`src/rtl/mac_pkg.sv`:
```
// mac_pkg: shared framer states and Ethernet framing constants
package mac_pkg;
    typedef enum logic [2:0] {IDLE, PREAMBLE, SFD, DATA, PAD, FCS, IFG} state_t;
    localparam logic [7:0]  ETH_PREAMBLE_BYTE = 8'h55;
    localparam logic [7:0]  ETH_SFD_BYTE      = 8'hD5;
    localparam logic [31:0] ETH_CRC_POLY      = 32'h04C11DB7;
    localparam logic [31:0] ETH_CRC_INIT      = 32'hFFFFFFFF;
endpackage

```
`src/rtl/mac_lfsr.sv`:
```
// mac_lfsr: Galois LFSR/CRC engine; state_out already folds in the pending input word
module mac_lfsr #(
    parameter int                    LFSR_WIDTH = 32,
    parameter logic [LFSR_WIDTH-1:0] LFSR_POLY  = 32'h04C11DB7,
    parameter logic [LFSR_WIDTH-1:0] LFSR_INIT  = '1,
    parameter bit                    REVERSE    = 1'b1,
    parameter int                    DATA_WIDTH = 8
) (
    input  logic                  logic_clk,
    input  logic                  rst,
    input  logic [DATA_WIDTH-1:0] data_in,
    input  logic                  data_valid,
    output logic [LFSR_WIDTH-1:0] state_out
);
    function automatic logic [LFSR_WIDTH-1:0] reverse_bits(input logic [LFSR_WIDTH-1:0] v);
        logic [LFSR_WIDTH-1:0] r;
        for (int i = 0; i < LFSR_WIDTH; i++) r[i] = v[LFSR_WIDTH-1-i];
        return r;
    endfunction

    localparam logic [LFSR_WIDTH-1:0] POLY_REV = reverse_bits(LFSR_POLY);

    function automatic logic [LFSR_WIDTH-1:0] step(input logic [LFSR_WIDTH-1:0] s, input logic [DATA_WIDTH-1:0] d);
        logic [LFSR_WIDTH-1:0] r;
        logic                  fb;
        r = s;
        for (int i = 0; i < DATA_WIDTH; i++) begin
            if (REVERSE) begin
                fb = r[0] ^ d[i];
                r  = (r >> 1) ^ (fb ? POLY_REV : '0);
            end else begin
                fb = r[LFSR_WIDTH-1] ^ d[DATA_WIDTH-1-i];
                r  = (r << 1) ^ (fb ? LFSR_POLY : '0);
            end
        end
        return r;
    endfunction

    logic [LFSR_WIDTH-1:0] lfsr_q;

    assign state_out = data_valid ? step(lfsr_q, data_in) : lfsr_q;

    always_ff @(posedge logic_clk) begin
        if (rst) lfsr_q <= LFSR_INIT;
        else     lfsr_q <= state_out;
    end
endmodule

```
`src/rtl/mac_tx_frame_builder.sv`:
```
// mac_tx_frame_builder: wraps a raw frame with preamble/SFD, pad, FCS and inter-frame gap
module mac_tx_frame_builder
    import mac_pkg::*;
#(
    parameter int PREAMBLE_LEN  = 7,
    parameter int MIN_FRAME_LEN = 60,
    parameter int IFG_BYTES     = 12,
    parameter int STAT_WIDTH    = 32
) (
    input  logic                  logic_clk,
    input  logic                  logic_rst,
    input  logic [7:0]            s_tdata,
    input  logic                  s_tvalid,
    output logic                  s_tready,
    input  logic                  s_tlast,
    input  logic                  s_tuser,
    output logic [7:0]            m_tdata,
    output logic                  m_tvalid,
    input  logic                  m_tready,
    output logic                  m_tlast,
    output logic                  m_tuser,
    input  logic                  cfg_fcs_en,
    output logic                  busy,
    output logic [STAT_WIDTH-1:0] stat_frames,
    output logic [STAT_WIDTH-1:0] stat_errors
);
    state_t      state, state_nxt;
    logic        fcs_en_q, err, err_nxt;
    logic [15:0] byte_cnt;
    logic [16:0] cnt_inc;
    logic [3:0]  pre_cnt;
    logic [1:0]  fcs_idx;
    logic [7:0]  ifg_cnt;
    logic [7:0]  crc_data;
    logic        crc_valid, crc_upd;
    logic [31:0] crc;
    logic        out_ok, s_hs, pad_short, pre_last, ifg_done;
    logic [7:0]  nxt_tdata;
    logic        nxt_tvalid, nxt_tlast, nxt_tuser;

    assign out_ok    = !m_tvalid || m_tready;
    assign s_tready  = (state == DATA) && out_ok;
    assign s_hs      = s_tvalid && s_tready;
    assign busy      = state != IDLE;
    assign cnt_inc   = {1'b0, byte_cnt} + 17'd1;
    assign pad_short = cnt_inc < 17'(MIN_FRAME_LEN);
    assign pre_last  = pre_cnt == 4'(PREAMBLE_LEN - 1);
    assign err_nxt   = err || (s_hs && s_tuser);
    assign crc_upd   = out_ok && ((state == DATA && s_tvalid) || state == PAD);
    // The gap only counts down once the last byte has actually left the output register
    assign ifg_done  = m_tvalid ? (m_tready && ifg_cnt == 8'd0) : (ifg_cnt <= 8'd1);

    mac_lfsr #(
        .LFSR_WIDTH(32),
        .LFSR_POLY (ETH_CRC_POLY),
        .LFSR_INIT (ETH_CRC_INIT),
        .REVERSE   (1'b1),
        .DATA_WIDTH(8)
    ) u_crc (
        .logic_clk (logic_clk),
        .rst       (logic_rst || (state == IDLE && s_tvalid)),
        .data_in   (crc_data),
        .data_valid(crc_valid),
        .state_out (crc)
    );

    always_ff @(posedge logic_clk) begin
        if (logic_rst) state <= IDLE;
        else           state <= state_nxt;
    end

    always_comb begin
        state_nxt = state;
        case (state)
            IDLE:     state_nxt = s_tvalid ? PREAMBLE : IDLE;
            PREAMBLE: if (out_ok && pre_last) state_nxt = SFD;
            SFD:      if (out_ok) state_nxt = DATA;
            DATA:     if (s_hs && s_tlast) state_nxt = pad_short ? PAD : fcs_en_q ? FCS : IFG;
            PAD:      if (out_ok && !pad_short) state_nxt = fcs_en_q ? FCS : IFG;
            FCS:      if (out_ok && fcs_idx == 2'd3) state_nxt = IFG;
            IFG:      if (ifg_done) state_nxt = IDLE;
            default:  state_nxt = IDLE;
        endcase
    end

    always_comb begin
        nxt_tvalid = 1'b0;
        nxt_tdata  = 8'h00;
        nxt_tlast  = 1'b0;
        case (state)
            PREAMBLE: begin
                nxt_tvalid = 1'b1;
                nxt_tdata  = ETH_PREAMBLE_BYTE;
            end
            SFD: begin
                nxt_tvalid = 1'b1;
                nxt_tdata  = ETH_SFD_BYTE;
            end
            DATA: begin
                nxt_tvalid = s_tvalid;
                nxt_tdata  = s_tdata;
                nxt_tlast  = s_tvalid && s_tlast && !pad_short && !fcs_en_q;
            end
            PAD: begin
                nxt_tvalid = 1'b1;
                nxt_tlast  = !pad_short && !fcs_en_q;
            end
            FCS: begin
                nxt_tvalid = 1'b1;
                nxt_tdata  = ~crc[{fcs_idx, 3'b000} +: 8];
                nxt_tlast  = fcs_idx == 2'd3;
            end
            default: ;
        endcase
        nxt_tuser = nxt_tlast && err_nxt;
    end

    always_ff @(posedge logic_clk) begin
        if (logic_rst) begin
            m_tvalid    <= 1'b0;
            m_tdata     <= 8'h00;
            m_tlast     <= 1'b0;
            m_tuser     <= 1'b0;
            fcs_en_q    <= 1'b0;
            err         <= 1'b0;
            byte_cnt    <= 16'd0;
            pre_cnt     <= 4'd0;
            fcs_idx     <= 2'd0;
            ifg_cnt     <= 8'd0;
            crc_data    <= 8'h00;
            crc_valid   <= 1'b0;
            stat_frames <= '0;
            stat_errors <= '0;
        end else begin
            if (out_ok) begin
                m_tvalid <= nxt_tvalid;
                m_tdata  <= nxt_tdata;
                m_tlast  <= nxt_tlast;
                m_tuser  <= nxt_tuser;
            end
            crc_valid <= crc_upd;
            crc_data  <= state == DATA ? s_tdata : 8'h00;
            if (state == IDLE) begin
                fcs_en_q <= cfg_fcs_en;
                err      <= 1'b0;
                byte_cnt <= 16'd0;
                pre_cnt  <= 4'd0;
                fcs_idx  <= 2'd0;
            end
            if (state == PREAMBLE && out_ok) pre_cnt <= pre_cnt + 4'd1;
            if (crc_upd) byte_cnt <= &byte_cnt ? byte_cnt : byte_cnt + 16'd1;
            if (s_hs) err <= err_nxt;
            if (state == FCS && out_ok) fcs_idx <= fcs_idx + 2'd1;
            ifg_cnt <= state != IFG ? 8'(IFG_BYTES) : !m_tvalid ? ifg_cnt - 8'd1 : ifg_cnt;
            if (m_tvalid && m_tready && m_tlast) begin
                stat_frames <= stat_frames + STAT_WIDTH'(1);
                if (m_tuser) stat_errors <= stat_errors + STAT_WIDTH'(1);
            end
        end
    end
endmodule

```
`config.mk`:
```
export PLATFORM = sky130hd
export DESIGN_NAME = mac_tx_frame_builder
export DESIGN_NICKNAME = d
export VERILOG_FILES = /design/src/rtl/mac_pkg.sv /design/src/rtl/mac_lfsr.sv /design/src/rtl/mac_tx_frame_builder.sv
export SDC_FILE = /design/constraint.sdc
export NUM_CORES = 1
export LEC_CHECK = 0
export CAP_MARGIN = 5
export CELL_PAD_IN_SITES_DETAIL_PLACEMENT = 0
export CELL_PAD_IN_SITES_GLOBAL_PLACEMENT = 1
export CORE_MARGIN = 5
export CORE_UTILIZATION = 40
export DETAILED_ROUTE_END_ITERATION = 7
export DONT_BUFFER_PORTS = 1
export PLACE_DENSITY = 0.64
export SYNTH_ARGS = -nofsm -noshare
export SYNTH_HDL_FRONTEND = slang
export SYNTH_SLANG_ARGS = --single-unit
```
`constraint.sdc`:
```
create_clock -name logic_clk -period 3.55 [get_ports logic_clk]
set_input_delay 0.355 -clock logic_clk [delete_from_list [all_inputs] [get_ports logic_clk]]
set_output_delay 0.355 -clock logic_clk [all_outputs]
set_load 0.05 [all_outputs]
```
==> flow_metrics.py <==
metrics = {
    "cts": {
        "hold_buffers": 4,
        "path_clk_slew_ns": 0.06,
        "htree_levels": 4,
        "post_cts_buffers": 0,
        "clock_path_buffers": 2,
        "clk_latency_ns": 0.42,
        "cts_resized": 0,
        "cts_tree": "built",
        "cts_buffers": 17,
        "cts_sinks": 151,
        "cts_root_buf": "clkbuf_16",
    },
    "grt": {
        "grt_antenna_before_repair": 0,
        "grt_pass1_wl_mm": 30.90,
        "grt_most_used_layer": "met2",
        "grt_pass1_vias": 5979,
        "grt_usage_pct": 17.48,
        "use_met1_pct": 21.60,
        "overflow": 0,
        "groute.layer.met3.usage_pct": 5.213,
        "gr-usage-met2_pct": 29.35,
        "grt_max_degree": 95,
    },
    "placed_design": {
        "place.gp.congestion": 0.8344,
        "dp_worst_setup_slack_ns": 0.8268,
        "dp_hpwl_mm": 12.91,
        "place_area_mm2": 0.007849,
        "place_inst": 1080,
        "portBuffers": 0,
    },
    "worst_setup_path": {
        "rr_worst_depth": 7,
        "cp_data_arrival_time_ns": 3.05,
        "critPathRequiredTime_ns": 3.86,
        "reg2reg_from": "byte_cnt[6]",
        "endpoint_kind": "flop",
        "reg2reg_to": "state[1]",
        "startpoint_type": "flop",
        "crit_fanout": 9,
        "path_class": "reg -> reg",
        "r2r_setup_slack_ns": 0.81,
    },
    "pwr": {
        "p_clk_share_pct": 40.3,
        "p_seq_share_pct": 43.8,
        "p_sw_mw": 1.259,
        "power.density_mw_per_mm2": 502.3,
        "sw_frac_of_total_pct": 29.69,
        "comb_power_share_pct": 15.9,
        "vdd.ir_drop.worst_mv": 0.3274,
        "p_int_mw": 2.981,
        "leakagePower_nw": 3.023,
    },
    "layout": {
        "fill_cells": 1835,
        "stdcell_count": 1116,
        "final_core_util_pct": 45.28,
        "diodes": 0,
        "fin_area_mm2": 0.008441,
        "drive_above_1_share_pct": 8.163,
        "syn_to_final_growth_pct": 12.08,
        "final_nets": 892,
    },
    "route": {
        "ant_nets": 0,
        "viasPerCell": 5.406,
        "wirelength_mm": 18.79,
        "wl_per_cell_um": 16.84,
        "vias": 6033,
        "firstDrtPassIters": 4,
        "drc": 0,
        "drt_iter0_drc": 363,
    },
    "sta": {
        "setup_violations": 0,
        "slew_violations": 0,
        "slew_headroom_pct": 23.99,
        "fmax_ghz": 0.3655,
        "fin_skew_ns": 0.01574,
        "fin_tns_setup_ns": 0,
        "final_hold_viol_count": 0,
        "rsz0062_at_grt": "false",
        "post-route-period-util_pct": 77.08,
        "fin_crit_ns": 2.736,
        "worstMarginPinSlew_ns": 1.134,
        "layout_setup_ws_ns": 0.8137,
    },
    "synth": {
        "syn-cell-area_mm2": 0.007531,
        "synth_nets": 886,
        "ys.flop_type": "dfxtp_1",
        "yosys_warnings": 0,
        "async_reset_ff_share_pct": 0,
        "syn_avg_cell_area_um2": 8.727,
        "yosysSeqAreaShare_pct": 40.14,
        "synth_cell_type_count": 60,
        "synth_edf_count": 0,
        "ys_ff_latch": 151,
        "syn-instance-count": 863,
    },
    "floorplan": {
        "start_util_pct": 40.40,
        "die_y_um": 147.2,
        "fp-row-count": 50,
        "pin_count": 92,
        "core-area_mm2": 0.01864,
        "dieArea_mm2": 0.02167,
        "die_x_um": 147.2,
    },
    "hold_path": {
        "worstHoldStart": "logic_rst",
        "whs_endpoint": "m_tdata[1]",
        "holdPathStages": 1,
        "hp-class": "in -> reg",
    },
    "outcome": {
        "status": "finished clean",
    },
    "flow_run": {
        "cap_violations": 0,
    },
}
## cells by family after synthesis
group,after synthesis,synth area share (%)
buffers and inverters,56,2.907
AO/OA/AOI/OAI,130,10.60
flip-flops,151,40.14
AND/OR/NAND/NOR,348,22.41
adder cells (fa/ha/maj),8,1.329
multiplexers,36,5.516
XOR/XNOR,134,17.10
## final cells by class
class	instances	area, um^2	area share (%)
Multi-Input combinational cell	656	4300	50.95
Tap cell	234	292.8	3.469
Clock inverter	11	101.3	1.201
Sequential cell	151	3023	35.81
Timing Repair Buffer	27	212.7	2.520
Inverter	16	60.06	0.7115
Clock buffer	21	450.4	5.336
## critical path: stages (launching register included)
cell and delay (ns):
dfxtp_1 0.50, nand4_4 0.16, or4_4 0.55, mux2_4 0.31, or4_4 0.55, a21o_1 0.21
and2_1 0.15, o211a_1 0.19
## stage by stage
| stage | total power [mW] | hold slack [ns] |
|---|---|---|
| detailed placement | 2.564 | 0.4509 |
| CTS | 4.310 | 0.002068 |
| global route | 4.450 | 0.0003224 |
| global placement | 2.558 | 0.4415 |
| finish | 4.240 | 0.02607 |
| floorplan | 2.398 | 0.4307 |
## sequential cells by signal, summed over array words and instances, names as in the netlist
name / flops
byte_cnt: 16
crc_data: 8
crc_valid: 1
err: 1
fcs_en_q: 1
fcs_idx: 2
ifg_cnt: 8
m_tdata: 8
m_tlast: 1
m_tuser: 1
m_tvalid: 1
pre_cnt: 4
stat_errors: 32
stat_frames: 32
state: 3
u_crc.lfsr_q: 32
## power by group through the flow
stage	Combinational (mW)	Clock [mW]	Sequential (mW)
floorplan	0.522	0	1.88
global placement	0.666	0	1.89
detailed placement	0.670	0	1.89
CTS	0.682	1.77	1.86
global route	0.750	1.83	1.86
finish	0.676	1.71	1.85
## layer usage
layer  wire length, um  vias to the layer above  part of all wire, %
met2              9185                      115                   49
li1                  -                     2994                    -
met4               181                        0                 0.96
met3              1023                       11                  5.4
met5                 0                        -                    0
met1              8397                     2913                   45
## worst max path at each step
stage,start,endpoint,slack [ns],cells after the start
floorplan,m_tvalid,m_tuser,0.48,7
detailed placement,byte_cnt[6],state[1],0.83,7
global placement,byte_cnt[6],state[1],0.85,7
finish,byte_cnt[6],state[1],0.81,7
CTS,byte_cnt[6],state[1],0.81,7
global route,byte_cnt[0],byte_cnt[10],0.56,7
## placed cells by master (no fill, tap or decap), types with 4 or more instances in the layout
| cell type | n |
|---|---|
| dfxtp_1 | 151 |
| nor2_1 | 109 |
| nand2_1 | 91 |
| xor2_1 | 65 |
| xnor2_1 | 59 |
| a21oi_1 | 48 |
| o21ai_0 | 32 |
| mux2i_1 | 31 |
| nand3_1 | 29 |
| buf_4 | 23 |
| nand4_1 | 20 |
| and2_1 | 17 |
| clkbuf_16 | 17 |
| or3_1 | 16 |
| inv_1 | 15 |
| nor3_1 | 15 |
| and3_1 | 12 |
| and4_1 | 11 |
| a31oi_1 | 9 |
| a22oi_1 | 8 |
| nor4_1 | 8 |
| ha_1 | 8 |
| xnor3_1 | 5 |
| a211oi_1 | 5 |
| xnor2_2 | 4 |
| mux4_2 | 4 |
| nand3b_1 | 4 |
| clkinvlp_4 | 4 |
| dlygate4sd3_1 | 4 |
## synth_stat cells, drive strengths merged, types with 3 or more instances
cell type	count	area share [%]
a22oi	8	0.80
and2	17	1.4
and3	12	1.0
and4	11	1.3
xnor3	5	1.5
xor2	65	7.6
nand3b	4	0.40
nand2	91	4.5
nand2b	3	0.25
or3	17	1.4
a31oi	9	0.75
buf	7	0.47
inv	16	0.80
mux2i	31	4.1
nand4	21	1.9
a211oi	5	0.50
a21oi	49	3.3
ha	8	1.3
nand3	29	1.9
dfxtp	151	40
nor2b	3	0.25
mux4	4	1.2
xnor2	63	7.7
clkbuf	33	1.6
o21ai	32	2.1
nor3	16	1.1
o2bb2ai	3	0.35
nor4	8	0.66
nor2	109	5.4
Note: power is estimated with default switching activity, not from simulation.
